$ cat src/rtl/wb_spi_arbiter.sv
// Two-master Wishbone arbiter: CPU and SPI-debug masters share one slave bus, round robin on ties.
// Optional ARB_TIMEOUT_EN adds a watchdog that force-terminates a stalled grant with ERR_DATA.
module wb_spi_arbiter #(
    parameter int          TIMEOUT_CYCLES = 255,
    parameter logic [31:0] ERR_DATA       = 32'hDEADBEEF
) (
    input  logic        clk,
    input  logic        spi_reset,
    input  logic [31:0] cpu_adr,
    input  logic [31:0] cpu_dat,
    input  logic [3:0]  cpu_sel,
    input  logic        cpu_we,
    input  logic        cpu_cyc,
    output logic [31:0] cpu_rdt,
    output logic        cpu_ack,
    input  logic [31:0] spi_adr,
    input  logic [31:0] spi_dat,
    input  logic [3:0]  spi_sel,
    input  logic        spi_we,
    input  logic        spi_cyc,
    output logic [31:0] spi_rdt,
    output logic        spi_ack,
    output logic [31:0] m_adr,
    output logic [31:0] m_dat,
    output logic [3:0]  m_sel,
    output logic        m_we,
    output logic        m_cyc,
    input  logic [31:0] m_rdt,
    input  logic        m_ack,
    output logic [1:0]  owner,
    output logic        timeout_err
);

    // Handshake: a master holds cyc high until it sees its ack for one cycle; dropping cyc
    // before ack abandons the transfer. The slave acks only while m_cyc is high.
    typedef enum logic [1:0] {
        IDLE   = 2'b00,
        CPU_ST = 2'b01,
        SPI_ST = 2'b10
    } state_t;

    state_t state, state_nxt;
    logic   last_spi, last_spi_nxt;  // 1 when SPI was the most recently served master
    logic   own_cyc;
    logic   own_ack;
    logic   tmo_hit;

    if (TIMEOUT_CYCLES < 1 || TIMEOUT_CYCLES > 255) begin : g_bad_timeout
        $error("TIMEOUT_CYCLES must fit the 8-bit counter (1..255)");
    end

    always_ff @(posedge clk or negedge spi_reset) begin
        if (!spi_reset) begin
            state    <= IDLE;
            last_spi <= 1'b0;
        end else begin
            state    <= state_nxt;
            last_spi <= last_spi_nxt;
        end
    end

    assign own_cyc = (state == CPU_ST) ? cpu_cyc :
                     (state == SPI_ST) ? spi_cyc : 1'b0;
    assign own_ack = own_cyc & m_ack;

`ifdef ARB_TIMEOUT_EN
    logic [7:0] tmo_cnt;

    always_ff @(posedge clk or negedge spi_reset) begin
        if (!spi_reset) begin
            tmo_cnt     <= 8'd0;
            timeout_err <= 1'b0;
        end else begin
            if (state == IDLE)
                tmo_cnt <= 8'd0;
            else if (!m_ack)
                tmo_cnt <= tmo_cnt + 8'd1;
            if (tmo_hit)
                timeout_err <= 1'b1;
        end
    end

    // A real slave ack on the limit cycle wins over the forced termination.
    assign tmo_hit = own_cyc && !m_ack && (tmo_cnt == 8'(TIMEOUT_CYCLES));
`else
    assign tmo_hit     = 1'b0;
    assign timeout_err = 1'b0;
`endif

    always_comb begin
        state_nxt    = state;
        last_spi_nxt = last_spi;
        case (state)
            IDLE: begin
                if (cpu_cyc && spi_cyc)
                    state_nxt = last_spi ? CPU_ST : SPI_ST;
                else if (cpu_cyc)
                    state_nxt = CPU_ST;
                else if (spi_cyc)
                    state_nxt = SPI_ST;
            end
            CPU_ST: begin
                if (!cpu_cyc || m_ack || tmo_hit) begin
                    state_nxt    = IDLE;
                    last_spi_nxt = 1'b0;
                end
            end
            SPI_ST: begin
                if (!spi_cyc || m_ack || tmo_hit) begin
                    state_nxt    = IDLE;
                    last_spi_nxt = 1'b1;
                end
            end
            default: state_nxt = IDLE;
        endcase
    end

    always_comb begin
        m_adr = 32'd0;
        m_dat = 32'd0;
        m_sel = 4'd0;
        m_we  = 1'b0;
        case (state)
            CPU_ST: begin
                m_adr = cpu_adr;
                m_dat = cpu_dat;
                m_sel = cpu_sel;
                m_we  = cpu_we;
            end
            SPI_ST: begin
                m_adr = spi_adr;
                m_dat = spi_dat;
                m_sel = spi_sel;
                m_we  = spi_we;
            end
            default: ;
        endcase
    end

    assign m_cyc   = own_cyc & ~tmo_hit;
    assign owner   = state;
    assign cpu_ack = (state == CPU_ST) & (own_ack | tmo_hit);
    assign spi_ack = (state == SPI_ST) & (own_ack | tmo_hit);
    assign cpu_rdt = ((state == CPU_ST) && tmo_hit) ? ERR_DATA : m_rdt;
    assign spi_rdt = ((state == SPI_ST) && tmo_hit) ? ERR_DATA : m_rdt;

endmodule

$ cat config.mk
export PLATFORM = sky130hd
export DESIGN_NAME = wb_spi_arbiter
export DESIGN_NICKNAME = d
export VERILOG_FILES = /design/src/rtl/wb_spi_arbiter.sv
export SDC_FILE = /design/constraint.sdc
export NUM_CORES = 1
export LEC_CHECK = 0
export ABC_AREA = 1
export CAP_MARGIN = 20
export CORE_AREA = 5 5 118 120
export CTS_BUF_LIST = sky130_fd_sc_hd__clkbuf_8
export DETAILED_ROUTE_END_ITERATION = 8
export DIE_AREA = 0 0 123 125
export DONT_BUFFER_PORTS = 1
export PLACE_DENSITY = 0.3
export SLEW_MARGIN = 20
export SYNTH_ARGS = -nofsm -noshare
export SYNTH_HDL_FRONTEND = slang
export SYNTH_SLANG_ARGS = --single-unit
$ cat constraint.sdc
create_clock -name clk -period 2.2 [get_ports clk]
set_input_delay 0.44 -clock clk [delete_from_list [all_inputs] [get_ports clk]]
set_output_delay 0.44 -clock clk [all_outputs]
set_load 0.01 [all_outputs]
==> qor.csv <==
metric;value;unit
Max Clock Freq;0.483;GHz
Reg-to-Reg Start;owner[1];
clk slew on worst S/H paths;0.03;ns
share of layout cells above drive strength 1;18.0;%
Worst Reg-to-Reg Cells;9;
clock sink total;3;
met3 wire len;785;um
Pre-Repair DR Iteration Count;4;
crit path launch;owner[1];
dpl cell area;1490;sq um
final setup fails;0;
synth-to-layout area growth;-0.574;%
vias;1859;
simple-gate share of the synthesized area;35.4;%
largest net degree at the start of global routing;70;
Avg Cell Area, Syn;5.21;sq um
number of diodes;0;
first-pass GRT wire length;9.00;mm
Global Route Usage Sum;7.41;%
pwr dens;1460;nW/um^2
CTS tree;done;
io pins;314;
HPWL after detailed placement;4.86;mm
Unique masters post-synth;17;
status;finished clean;
Met1 Wirelength;2.62;mm
Required @ worst endpoint;1.76;ns
antenna violations before repair;0;
post-synthesis compound-gate area fraction;20.1;%
Num CTS Buffers;3;
Post-Synth Adder-Cell Area;3.59;%
Synth Area in XOR/XNOR;0;%
RSZ-0062 raised after global routing;false;
Worst setup EP type;primary output;
yosys warns;0;
final total power;2.53;mW
min-delay worst type;primary input to flop;
sequential area share after synthesis;4.30;%
via/cell ratio;4.20;
Starting Density;13.5;%
CP endpoint;m_adr[26];
CP startpoint kind;flop;
Post-Syn Area;1740;sq um
Fin Setup TNS;0;ns
worst vdd ir;0.384;mV
drt drc;0;
type of the worst setup path;flop to primary output;
Hold Slack;0.451;ns
clk buf depth;2;
met2 WL post-DR;3.95;mm
Finished Cell Area;1730;sq um
CP max FO;34;
Die ar.;15400;sq um
routed len/inst;16.8;um
DRC violation total after the first TritonRoute iteration;51;
r2r setup slk;0.61;ns
CTS root buf;clkbuf_8;
final WL;7.46;mm
syn_nets;515;
top layer in use;met4;
largest family of logic cells by synthesized area;buffers and inverters;
number of global-route vias before repair;1786;
FP Rows;42;
DRT antenna net count;0;
fin crit share;94.2;%
Die Y;125;um
WP data arrival;1.63;ns
max_cap viols;0;
global route overflow;0;
fin. max-slew vios;0;
Core Area;12900;sq um
multiplexer area fraction after synthesis;0;%
Die W;123;um
Tmin final;2.07;ns
Yosys reg bits;3;
Routability Congestion;0.705;
Worst Skew;0.000718;ns
# H-tree levels;1;
Fin. Hold Viols;0;
Skew-Pair Late Insertion Delay;0.21;ns
# nets final;448;
Reg-to-Reg End;owner[0];
Hold Path Cell Cnt;3;
Cells after Synth;335;
leakage;0.538;nW
I/O Buffers;0;
==> where the power goes <==
part           total, mW  switching [mW]  internal [mW]
Clock              0.154          0.0353          0.119
Combinational       2.27            1.58          0.691
Sequential         0.106          0.0251         0.0810
==> what timing repair did <==
item / 4_1_cts / 5_1_grt
buffers inserted: 0 / 0
hold buffers: 1 / 0
pin swaps: 0 / 0
gates cloned: 1 / 2
endpoints found under the hold margin: 3 / 0
gates resized for setup: 1 / 29
setup endpoints to repair: 1 / 37
==> routing by layer <==
metal	up-vias	global-route usage (%)
li1	853	-
met1	825	7.30
met2	163	15.1
met3	18	1.40
met4	0	2.28
met5	-	0
==> Yosys cell counts <==
cell / instances / share of area, %
a21oi_1: 69 / 20
and3_1: 1 / 0.36
buf_2: 15 / 4.3
buf_4: 66 / 28
buf_6: 2 / 1.3
clkbuf_1: 5 / 1.1
conb_1: 1 / 0.22
dfrtp_1: 3 / 4.3
ha_1: 5 / 3.6
inv_1: 5 / 1.1
inv_2: 1 / 0.22
nand2_1: 154 / 33
nand3_1: 2 / 0.57
nand4_1: 1 / 0.36
nor2_1: 3 / 0.65
o21ai_0: 1 / 0.29
or2_1: 1 / 0.36
==> how the worst min path moves through the flow <==
stage / slack [ns] / endpoint / startpoint
4_1_cts: 0.45 / owner[1] / cpu_cyc
2_1_floorplan: 0.14 / last_spi / spi_reset
3_3_place_gp: 0.14 / owner[1] / spi_reset
3_5_place_dp: 0.14 / owner[1] / spi_reset
6_report: 0.45 / owner[1] / cpu_cyc
5_1_grt: 0.48 / last_spi / spi_reset
==> state kept, by name, summed over array words and instances (netlist names) <==
| register | count |
|---|---|
| last_spi | 1 |
| owner | 2 |
==> stage by stage <==
step           worst slack, ns  util, %  std cells
5_1_grt                 0.0271     13.5        443
6_report                 0.129     13.5        443
4_1_cts                 0.0231     12.2        441
3_3_place_gp             0.207     11.5        435
3_5_place_dp             0.165     11.5        435
2_1_floorplan            0.369        -        335
==> cell type report <==
cell class                 instances  area, sq um
tap                              176          220
clock buffer                       3         41.3
multi-input combinational        238         1150
clock inverter                     1         3.75
fill                            1491        11100
sequential                         3         76.3
inverter                           6         22.5
timing repair buffer              16          223
==> placed cells by master, fill, tap and decap left out, types with 3 or more instances in the layout <==
| cell type | count |
|---|---|
| a21oi_1 | 43 |
| nand2_1 | 154 |
| a21oi_2 | 26 |
| inv_1 | 6 |
| buf_4 | 9 |
| clkbuf_8 | 3 |
| ha_1 | 3 |
| nor2_1 | 3 |
==> kinds of logic (layout without fill, tap and decap cells) <==
kind of cell	after synthesis	in the layout
flip-flops	3	3
adder cells (fa/ha/maj)	5	5
other	1	1
buffers and inverters	94	26
AO/OA/AOI/OAI	70	70
AND/OR/NAND/NOR	162	162
==> worst max-delay path: stages, from the launching register on <==
cell and delay [ns]:
dfrtp_2 0.42, inv_1 0.11, ha_1 0.30, inv_2 0.07, clkbuf_16 0.23, a21oi_1 0.28
(Power assumes the default switching activity.)
